<file path="config.mk">
export PLATFORM = sky130hd
export DESIGN_NAME = aes_vector_sequencer
export DESIGN_NICKNAME = d
export VERILOG_FILES = /design/src/rtl/aes_vector_sequencer.sv
export SDC_FILE = /design/constraint.sdc
export NUM_CORES = 1
export LEC_CHECK = 0
export CAP_MARGIN = 20
export CORE_MARGIN = 2
export CORE_UTILIZATION = 50
export DETAILED_ROUTE_END_ITERATION = 8
export PLACE_DENSITY = 0.83
export SYNTH_ARGS = -nofsm -noshare
export SYNTH_HDL_FRONTEND = slang
export SYNTH_SLANG_ARGS = --single-unit
</file>
<file path="constraint.sdc">
create_clock -name clk -period 17.75 [get_ports clk]
set_input_delay 4.4375 -clock clk [delete_from_list [all_inputs] [get_ports clk]]
set_output_delay 4.4375 -clock clk [all_outputs]
set_load 0.01 [all_outputs]
</file>
<file path="src/rtl/aes_vector_sequencer.sv">
// aes_vector_sequencer: buffers {key, pt, exp} vectors and runs them through an external AES core.
// Define AES_SEQ_MISMATCH_LOG_EN to build the first-mismatch log (first_fail_idx / first_fail_ct).
module aes_vector_sequencer #(
    parameter int DEPTH   = 4,
    parameter int TIMEOUT = 64,
    parameter int CNT_W   = 8
) (
    input  logic               clk,
    input  logic               reset,
    input  logic               vec_valid,
    output logic               vec_ready,
    input  logic [127:0]       vec_key,
    input  logic [127:0]       vec_pt,
    input  logic [127:0]       vec_exp,
    input  logic               start,
    output logic               core_ld,
    output logic [127:0]       core_key,
    output logic [127:0]       core_text,
    input  logic               core_done,
    input  logic [127:0]       core_ct,
    output logic               busy,
    output logic               finished,
    output logic               timeout_err,
    output logic [CNT_W-1:0]   pass_cnt,
    output logic [CNT_W-1:0]   fail_cnt,
    output logic [CNT_W-1:0]   first_fail_idx,
    output logic [127:0]       first_fail_ct
);
    localparam int AW = $clog2(DEPTH);
    localparam int TW = $clog2(TIMEOUT + 1);

    typedef enum logic [2:0] {IDLE, LOAD, WAIT, CHECK, DONE} state_t;

    state_t              state_q;
    logic [383:0]        mem_q [DEPTH];
    logic [AW-1:0]       wr_q, rd_q;
    logic [AW:0]         cnt_q, cnt_d;
    logic [TW-1:0]       wcnt_q;
    logic [CNT_W-1:0]    pass_q, fail_q, idx_q;
    logic [127:0]        ct_q, head_key, head_pt, head_exp;
    logic                busy_q, finished_q, core_ld_q, tmo_q, timed_out_q, done_prev_q;
    logic                push, pop, run_start, done_rise, fail_now;

    function automatic logic [CNT_W-1:0] sat_inc(input logic [CNT_W-1:0] v);
        return &v ? v : v + 1'b1;
    endfunction

    assign {head_key, head_pt, head_exp} = mem_q[rd_q];
    assign vec_ready   = cnt_q != (AW+1)'(DEPTH);
    assign push        = vec_valid && vec_ready;
    assign pop         = state_q == CHECK;
    assign cnt_d       = cnt_q + (AW+1)'(push) - (AW+1)'(pop);
    assign run_start   = (state_q == IDLE || state_q == DONE) && start && cnt_q != '0;
    assign done_rise   = core_done && !done_prev_q;
    assign fail_now    = timed_out_q || ct_q != head_exp;
    assign core_ld     = core_ld_q;
    assign core_key    = busy_q ? head_key : '0;
    assign core_text   = busy_q ? head_pt : '0;
    assign busy        = busy_q;
    assign finished    = finished_q;
    assign timeout_err = tmo_q;
    assign pass_cnt    = pass_q;
    assign fail_cnt    = fail_q;

    // FIFO pointers and occupancy; a push and pop in the same cycle cancel out
    always_ff @(posedge clk) begin
        if (!reset) begin
            wr_q  <= '0;
            rd_q  <= '0;
            cnt_q <= '0;
        end else begin
            if (push) wr_q <= wr_q + 1'b1;
            if (pop) rd_q <= rd_q + 1'b1;
            cnt_q <= cnt_d;
        end
    end

    // vector storage; entries are only read while occupied, so no reset
    always_ff @(posedge clk) begin
        if (push) mem_q[wr_q] <= {vec_key, vec_pt, vec_exp};
    end

    // run sequencing: load the head vector, wait for the core, score and pop
    always_ff @(posedge clk) begin
        if (!reset) begin
            state_q     <= IDLE;
            busy_q      <= 1'b0;
            finished_q  <= 1'b0;
            core_ld_q   <= 1'b0;
            tmo_q       <= 1'b0;
            timed_out_q <= 1'b0;
            done_prev_q <= 1'b0;
            pass_q      <= '0;
            fail_q      <= '0;
            idx_q       <= '0;
            wcnt_q      <= '0;
            ct_q        <= '0;
        end else begin
            done_prev_q <= core_done;
            core_ld_q   <= 1'b0;
            case (state_q)
                IDLE, DONE: if (run_start) begin
                    state_q    <= LOAD;
                    core_ld_q  <= 1'b1;
                    busy_q     <= 1'b1;
                    finished_q <= 1'b0;
                    pass_q     <= '0;
                    fail_q     <= '0;
                    tmo_q      <= 1'b0;
                    idx_q      <= '0;
                end
                LOAD: begin
                    state_q <= WAIT;
                    wcnt_q  <= '0;
                end
                WAIT: if (done_rise) begin
                    state_q     <= CHECK;
                    ct_q        <= core_ct;
                    timed_out_q <= 1'b0;
                end else if (wcnt_q == TW'(TIMEOUT - 1)) begin
                    state_q     <= CHECK;
                    ct_q        <= '0;
                    timed_out_q <= 1'b1;
                    tmo_q       <= 1'b1;
                end else begin
                    wcnt_q <= wcnt_q + 1'b1;
                end
                CHECK: begin
                    if (fail_now) fail_q <= sat_inc(fail_q);
                    else pass_q <= sat_inc(pass_q);
                    idx_q <= sat_inc(idx_q);
                    if (cnt_d != '0) begin
                        state_q   <= LOAD;
                        core_ld_q <= 1'b1;
                    end else begin
                        state_q    <= DONE;
                        busy_q     <= 1'b0;
                        finished_q <= 1'b1;
                    end
                end
                default: state_q <= IDLE;
            endcase
        end
    end

`ifdef AES_SEQ_MISMATCH_LOG_EN
    logic               ff_seen_q;
    logic [CNT_W-1:0]   ff_idx_q;
    logic [127:0]       ff_ct_q;

    // latch the first failing vector of each run; cleared when a run starts
    always_ff @(posedge clk) begin
        if (!reset || run_start) begin
            ff_seen_q <= 1'b0;
            ff_idx_q  <= '0;
            ff_ct_q   <= '0;
        end else if (state_q == CHECK && fail_now && !ff_seen_q) begin
            ff_seen_q <= 1'b1;
            ff_idx_q  <= idx_q;
            ff_ct_q   <= ct_q;
        end
    end

    assign first_fail_idx = ff_idx_q;
    assign first_fail_ct  = ff_ct_q;
`else
    assign first_fail_idx = '0;
    assign first_fail_ct  = '0;
`endif

endmodule
</file>
After elaboration in Yosys (flattened, before gate mapping)
Memories as Yosys holds them, arrays and structs flattened. A register that Yosys moved wholly into a read port is not among the register bits. Index checks and enable logic that the tools add are counted.

Reductions and logical operators: 24. Mux-type cells: 36. Eq/ne operators: 17. $add $sub $neg: 7.

Operator list (count): 128-bit 2-to-1 mux (4); 128-bit inequality test (1); 8-bit 2-to-1 mux (5); 8-bit case mux with 2 select lines (2); 8-bit by 1-bit adder with 8-bit output, second input constant (2); 2-bit inequality test, second input constant (8); 8-bit AND reduction (2); 7-bit 2-to-1 mux (2); 7-bit case mux with 2 select lines (1); 3-bit 2-to-1 mux (4); 3-bit case mux with 4 select lines (1); 4-bit AND reduction (3); 1-bit 2-to-1 mux (11); 1-bit case mux with 2 select lines (4); 2-bit nonzero test (4); 7-bit by 1-bit adder with 7-bit output, second input constant (1); 7-bit by 6-bit equality test with 1-bit output, second input constant (1); 3-bit by 2-bit equality test with 1-bit output, second input constant (2); 3-bit inequality test, second input constant (2); 3-bit AND reduction (2); 3-bit nonzero test (2); 2-bit by 1-bit adder with 2-bit output, second input constant (2); 1-bit logical AND (4); 2-bit 2-to-1 mux (2); 10 further kinds (12).

Bits in writable memories: 1536. Register bits after elaboration: 167. Output and inout port bits: 413. Logic and storage cells: 99. Memories kept: 1. Bits of input ports: 517.

Memories: mem_q (words 4, bits a word 384, read ports 1, clocked after memory_dff 1, wr ports 1, line 35) `logic [383:0] mem_q [DEPTH];`.

Depth between registers and ports, before layout
Gate-level depths: netlist of run 1.

Depth in word-level cells: 7. Mapped depth: 16. Gate-level depth less buffers: 13.

Worst setup path after synthesis of run 1
Ideal clock, no wire load.

Path kind: input to register. From: input vec_valid. To: memory mem_q[0][0], enable pin. Path buffers: 0. Arrival time: 13203 ps. Slack: 3749 ps. Setup time: 799 ps. Data required time: 16951 ps. Cell stages on the path: 1. Cells stage by stage: and3_1.

Cells in the longest elaborated chain, start to end: 3.

RTL lines: start, declared (line 10) `input logic vec_valid,`; 1-bit logical AND (line 50) `assign push = vec_valid && vec_ready;`; 1-bit 2-to-1 mux (line 80) `if (push) mem_q[wr_q] <= {vec_key, vec_pt, vec_exp};`; 1-bit 2-to-1 mux (implied by the code) (line 80); end, declared (line 35).

No other way between the ends.

==> results by group, run 1 <==
Clocking
  – Clock latency at the later pin of the worst-skew pair: approximately 790 ps
  – Clock slew at the register clock pins of the worst setup and hold paths: around 60 ps
  – Clock tree from TritonCTS: built
  – Cts hold-fix bufs: 0
  – H-Tree Depth: 4
  – Number of clock sinks: approximately 1700
  – Root buf cell: clkbuf_16
  – Buffer levels on the longest clock path: 3
  – Total CTS buffers: 167
  – Post-CTS resize count: 0
  – Setup repair bufs after CTS: 0

Detailed routing
  – Number of remaining DRC errors: 0
  – Drt total wl: around 180 mm
  – ANT nets after route: 0
  – Detailed-router iteration count before antenna repair: 9
  – Mean routed wirelength per cell: about 28 um
  – Vias: approximately 37000
  – Via count normalized by instance count: about 5.8
  – Detailed router's first-iteration violation count: a little under 4000

Floorplan
  – Standard-cell row count: 134
  – Die span in y: between 300 and 400 um
  – Starting density of the core: approximately half
  – Number of primary I/O pins: 930
  – Horizontal die dimension: 371 um
  – Total die area: between 100000 and 150000 sq um
  – Core ar.: around 130000 sq um

Layout
  – Fraction of final layout cells with drive strength greater than 1: 14.4%
  – Final-stage net count: 4988
  – Most frequent standard cell in the layout excluding fill and tap cells: edfxtp_1
  – FILL cells: slightly above 9000
  – Commonest cells after routing, fill and taps aside: edfxtp_1, clkdlybuf4s50_1, mux4_2
  – Final design instance area without fill: 82000 sq um
  – Area Growth Syn to Fin: 21.9%

Worst setup path
  – CP cell instances: buf_4, buf_4, mux4_2, and2_1, clkdlybuf4s50_1
  – Flop2flop setup slack: ~11000 ps
  – Startpoint kind of the worst setup timing path: register
  – Critical setup path kind: reg -> out
  – Crit path capture type: output port
  – Slowest Stage Delay on Critical Path: 870 ps
  – Worst-path cell with the longest stage delay: buf_4
  – Worst Path Buf+Inv: 3
  – Cell count of the worst reg-to-reg path: 11
  – Cell mode on critical path: buf_4
  – Critical path peak fanout: 66
  – Critical path required time: about 13000 ps
  – Top delay family on crit path: buffers and inverters
  – End of the worst register-to-register path: pass_cnt[2]
  – Worst EP arrival: 4570 ps

Timing
  – Clock Skews: 43.5 ps
  – Highest achievable clock rate: 0.111 GHz
  – Total setup violations reported at the end of the flow: 0
  – Final min period: roughly 9000 ps
  – RSZ-0062 raised after global routing: no
  – Fraction of the cycle the final worst path needs: roughly half
  – Final TNS setup: 0 ps
  – Normalized max-slew margin: 17.4%
  – Final hold violation count: 0
  – Number of slew-limit violations in the final report: 0
  – Worst-margin pin slew: between 1000 and 1500 ps

Synthesis
  – Post-synth design cell area: between 60000 and 70000 sq um
  – Share of synthesized flip-flops with an asynchronous set or reset: 0%
  – Post-synth cell types: 70
  – Commonest register cell after synthesis: edfxtp_1
  – Synthesis warning total: 0
  – Synth Register Bits: about 1700
  – Mean post-synth cell area: about 18 sq um
  – Gate count of the mapped netlist: approximately 3600
  – Number of synthesized flops with an enable pin: around 1500
  – Sequential element share of the synthesized area: 73.6%

Global routing
  – Initial antenna violation count: a little under 80
  – GR Util All Layers: between 20 and 30%
  – Pin count of the biggest net entering global routing: around 120
  – Leftover overflow at the end of global routing: 0
  – Wire length of the first global-routing pass: approximately 250 mm
  – Via count of the first global-routing pass: around 38000

Hold path
  – Worst hold path endpoint: wcnt_q[6]
  – Worst Hold Depth: 2
  – Class of the most critical hold timing path: reg -> reg
  – Worst Hold Launch: wcnt_q[6]

Status
  – Outcome: finished, final reports clean

Job
  – Number of maximum-capacitance violations: 0

Power
  – Static leakage: around 26 nW
  – VDD IR-drop max: around 100 uV
  – PwrDens: about 120 nW/um^2

Placed design
  – Gpl congestion: 0.912
  – Dpl hpwl: 115 mm
  – Area of placed instances: around 76000 sq um
  – I/O Buffers: slightly below 800
[cell type report]
cell class | count | area [sq um] | share of cell area, %
Clock inverter | 100 | 1040 | 1.27
Multi-Input combinational cell | 1706 | 16200 | 19.8
Antenna cell | 45 | 113 | 0.137
Sequential cell | 1705 | 49500 | 60.4
Timing Repair Buffer | 837 | 8320 | 10.1
Inverter | 44 | 165 | 0.201
Tap cell | 1768 | 2210 | 2.70
Clock buffer | 205 | 4430 | 5.40
[sequential cells by signal, summed over array words and instances (netlist names), 2 cells and up, named ones only]
name,cells
pass_cnt,8
ct_q,128
wr_q,2
cnt_q,3
state_q,3
wcnt_q,7
mem_q,1536
rd_q,2
fail_cnt,8
[cell usage after synthesis, types with 8 or more instances]
master,n,area (sq um)
edfxtp_1,1536,46100
mux4_2,336,7570
and2_1,274,1710
nand2_1,183,687
dfxtp_1,169,3380
nand3_1,147,736
buf_4,146,1100
a21boi_0,135,1010
mux2i_1,117,1170
clkbuf_1,103,387
xor2_1,57,499
buf_2,48,240
inv_1,43,161
nor3_1,25,125
nor4_1,23,144
buf_1,21,78.8
nor2_1,21,78.8
o22ai_1,20,125
xnor2_1,17,149
nand4_1,15,93.8
o21ai_0,14,70.1
a21oi_1,13,65.1
and3_1,13,81.3
nor2b_1,12,75.1
or2_2,12,75.1
ha_1,9,113
a221oi_1,8,70.1
a22oi_1,8,60.1
a311oi_1,8,70.1
mux2_2,8,90.1
[worst max-delay path by stage]
stage          cells after the start  startpoint            end
2_1_floorplan                      1   vec_valid    mem_q[0][0]
3_3_place_gp                       5   vec_valid  mem_q[0][140]
3_5_place_dp                       5   vec_valid  mem_q[0][155]
4_1_cts                            5    register  core_key[107]
5_1_grt                            5    register  core_key[102]
6_report                           5    register  core_key[102]
[per-layer routing]
metal  vias up  wire, um  track usage (%)
li1      15779         -                -
met1     19073     61900             30.4
met2      2026     89600             42.1
met3       457     18300             8.02
met4        46      8440             12.2
met5         -       311                0
[worst register-to-register path, delay by kind of cell (launching register included)]
kind | cells | cell delay [ps]
muxes | 1 | 470
xor gates and xnor gates | 1 | 170
AOI/OAI and AO/OA | 1 | 230
DFF | 1 | 860
buffers and inverters | 2 | 1590
and+or+nand+nor | 6 | 3080
[where the power goes]
part | total (W) | switching (W) | internal [W] | leakage (nW)
clock network | 0.00350 | 0.00152 | 0.00198 | 2.67
registers | 0.00499 | 0.000128 | 0.00486 | 15.4
logic | 0.00143 | 0.000809 | 0.000620 | 7.96
total | 0.00992 | 0.00246 | 0.00746 | 26.1
[cell families (layout without fill, tap and decap cells)]
| kind of cell | Yosys count | after routing | synth area share [%] |
|---|---|---|---|
| compound gates | 272 | 272 | 3.04 |
| xor+xnor | 74 | 74 | 0.963 |
| fa+ha+maj | 10 | 10 | 0.197 |
| buf+inv | 371 | 1186 | 3.10 |
| flops | 1705 | 1705 | 73.6 |
| mux | 461 | 461 | 13.1 |
| other cells | 1 | 181 | 0.00557 |
| simple gates | 753 | 753 | 5.98 |
[metrics by stage]
step / std cells / utilization [%] / hold slack (ps) / power [W] / worst slack, ps
2_1_floorplan: 3782 / - / 407 / 0.00594 / 3750
3_3_place_gp: 6060 / 57.3 / 419 / 0.00643 / 8670
3_5_place_dp: 6060 / 57.3 / 432 / 0.00648 / 8630
4_1_cts: 6365 / 61.4 / 440 / 0.00998 / 8560
5_1_grt: 6405 / 61.5 / 464 / 0.0102 / 8390
6_report: 6410 / 61.5 / 441 / 0.00992 / 8740
No activity file was read; power rests on OpenSTA's default activity.
==> inputs of run 2 (changes only) <==
--- a/config.mk
+++ b/config.mk
@@ -9,7 +9,7 @@
 export CORE_MARGIN = 2
 export CORE_UTILIZATION = 50
 export DETAILED_ROUTE_END_ITERATION = 8
-export PLACE_DENSITY = 0.83
+export PLACE_DENSITY = 0.86
 export SYNTH_ARGS = -nofsm -noshare
 export SYNTH_HDL_FRONTEND = slang
 export SYNTH_SLANG_ARGS = --single-unit
==> constraint.sdc (replaced) <==
create_clock -name clk -period 7.65 [get_ports clk]
set_input_delay 1.9125 -clock clk [delete_from_list [all_inputs] [get_ports clk]]
set_output_delay 1.9125 -clock clk [all_outputs]
set_load 0.01 [all_outputs]
==> results by group, run 2 (synthesis results as in run 1) <==
Clocking
  – H-Tree Depth: 4 (unchanged)
  – Clock tree from TritonCTS: built
  – Number of clock sinks: 1705 (unchanged)
  – Buffer levels on the longest clock path: 3 (unchanged)
  – Root buf cell: clkbuf_16
  – Post-CTS resize count: 0 (unchanged)
  – Total CTS buffers: 170 (+1.8%)
  – Clock slew at the register clock pins of the worst setup and hold paths: 60 ps (about the same)
  – Clock latency at the later pin of the worst-skew pair: 820 ps (+30 ps)
  – Setup repair bufs after CTS: 0 (unchanged)
  – Cts hold-fix bufs: 0 (unchanged)

Detailed routing
  – Via count normalized by instance count: 5.94 (+1.8%)
  – Drt total wl: 193 mm (+8.0%)
  – Vias: 38370 (+2.6%)
  – ANT nets after route: 0 (unchanged)
  – Detailed-router iteration count before antenna repair: 8 (-1)
  – Detailed router's first-iteration violation count: 4468 (+13%)
  – Number of remaining DRC errors: 0 (unchanged)
  – Mean routed wirelength per cell: 29.8 um (+7.1%)

Layout
  – Multi-input logic area: 16200 sq um (unchanged)
  – End-of-flow core utilization: 61.9% (+0.40 points)
  – Final-stage net count: 4998 (+0.20%)
  – Flip-flop count of the largest register after layout: 1536 (unchanged)
  – Fraction of final layout cells with drive strength greater than 1: 14.5% (+0.11 points)
  – Sequential cell area in the final layout: 49500 sq um (unchanged)
  – FILL cells: 8899 (-2.7%)
  – Top Registers: mem_q: 1536 flops, ct_q: 128 flops
  – Area Growth Syn to Fin: 22.7%
  – Commonest cells after routing, fill and taps aside: edfxtp_1, clkdlybuf4s50_1, mux4_2
  – Largest reg by FF count: mem_q
  – Most frequent standard cell in the layout excluding fill and tap cells: edfxtp_1

Global routing
  – Pin count of the biggest net entering global routing: 140 (+14%)
  – Leftover overflow at the end of global routing: 0 (unchanged)
  – Initial antenna violation count: 103 (+34%)
  – Wire length of the first global-routing pass: 269 mm (+6.5%)
  – Via count of the first global-routing pass: 38883 (+3.4%)
  – GR Util All Layers: 27.3% (+1.8 points)

Worst setup path
  – Worst Path Buf+Inv: 3 (unchanged)
  – Crit path capture type: output port
  – Worst-path cell with the longest stage delay: dfxtp_4
  – Startpoint kind of the worst setup timing path: register
  – Worst EP arrival: 4300 ps (-270 ps)
  – CP cell instances: buf_12, buf_4, mux4_2, and2_1, clkdlybuf4s50_1
  – Critical path peak fanout: 60 (-9.1%)
  – Critical setup path kind: reg -> out
  – Critical path required time: 5740 ps (-7570 ps)
  – Top delay family on crit path: buffers and inverters
  – Slowest Stage Delay on Critical Path: 770 ps (-100 ps)

Placed design
  – I/O Buffers: 793 (unchanged)
  – Dpl hpwl: 120 mm (+3.5%)
  – Dpl ws: 2110 ps (-6510 ps)
  – Gpl congestion: 0.961 (+5.3%)

Power
  – PwrDens: 284 nW/um^2 (+140%)
  – Static leakage: 26.2 nW (+0.62%)
  – VDD IR-drop max: 300 uV (+190%)

Timing
  – RSZ-0062 raised after global routing: no
  – Worst-margin pin slew: 1200 ps (-12.2 ps)
  – Number of slew-limit violations in the final report: 0 (unchanged)
  – Clock Skews: 57.8 ps (+14.3 ps)
  – Fraction of the cycle the final worst path needs: between 80% and 90%
  – Final min period: slightly above 6000 ps
  – Final WS setup: 1440 ps (-7300 ps)
  – Normalized max-slew margin: 20.3% (+2.9 points)
  – Hold Slack: 444 ps (+2.51 ps)
  – Final TNS setup: 0 ps (unchanged)
  – Final hold violation count: 0 (unchanged)
  – Total setup violations reported at the end of the flow: 0 (unchanged)
  – Highest achievable clock rate: 0.161 GHz

Job
  – Number of maximum-capacitance violations: 0 (unchanged)

Floorplan
  – Core ar.: 133000 sq um (unchanged)
  – Standard-cell row count: 134 (unchanged)
  – Die span in y: 371 um (unchanged)
  – Number of primary I/O pins: 930 (unchanged)
  – Total die area: 137000 sq um (unchanged)
  – Horizontal die dimension: 371 um (unchanged)
  – Starting density of the core: 50.4% (unchanged)

Hold path
  – Class of the most critical hold timing path: reg -> reg

Status
  – Outcome: finished, final reports clean
[run 2: changes by cell type in the layout (fill, tap and decap cells not counted), sizes merged]
cell      delta
inv          +4
clkinv      -16
clkinvlp     -1
clkbuf      +25
diode       +36
buf          +7
[run 2: tightest hold or removal path: cells and delay by family, from the launching register on]
kind	cells	cell delay, ps
buffers and inverters	1	60
AO/OA/AOI/OAI	1	40
flip-flops	1	300
[run 2: layer usage]
metal	up-vias	share of wire, %	global-route usage (%)
li1	15870	-	-
met2	2557	50	45.1
met4	32	6.3	17.1
met1	19369	33	30.8
met5	-	0.11	0
met3	542	11	8.67
[run 2: stage by stage]
stage	total power (W)	instances	instance area, sq um
after floorplan	0.0135	3782	67800
after global placement	0.0150	6067	76700
after detailed placement	0.0151	6067	76700
after CTS	0.0235	6384	82300
after global routing	0.0241	6448	82500
final	0.0235	6465	82600
[run 2: cell type report]
class | count | share of cell area, %
clock buffers | 230 | 5.57
well taps | 1768 | 2.68
multi-input cells | 1706 | 19.7
repair buffers | 844 | 10.4
diodes | 81 | 0.246
flip-flops and latches | 1705 | 60.0
clock inverters | 87 | 1.26
inverters | 44 | 0.200
[run 2: final timing paths]
path                   from      endpoint  slack (ps)  cells past startpoint
setup / recovery   register  core_key[46]        1440                      5
hold / removal    wcnt_q[6]     wcnt_q[6]         440                      2
setup reg to reg   register   pass_cnt[2]        2040                     10
hold reg to reg   wcnt_q[6]     wcnt_q[6]         440                      2
[run 2: power breakdown]
group / total, W / internal [W] / switching, W
clock network: 0.00840 / 0.00473 / 0.00367
logic: 0.00346 / 0.00148 / 0.00198
registers: 0.0116 / 0.0113 / 0.000334
total: 0.0235 / 0.0175 / 0.00599
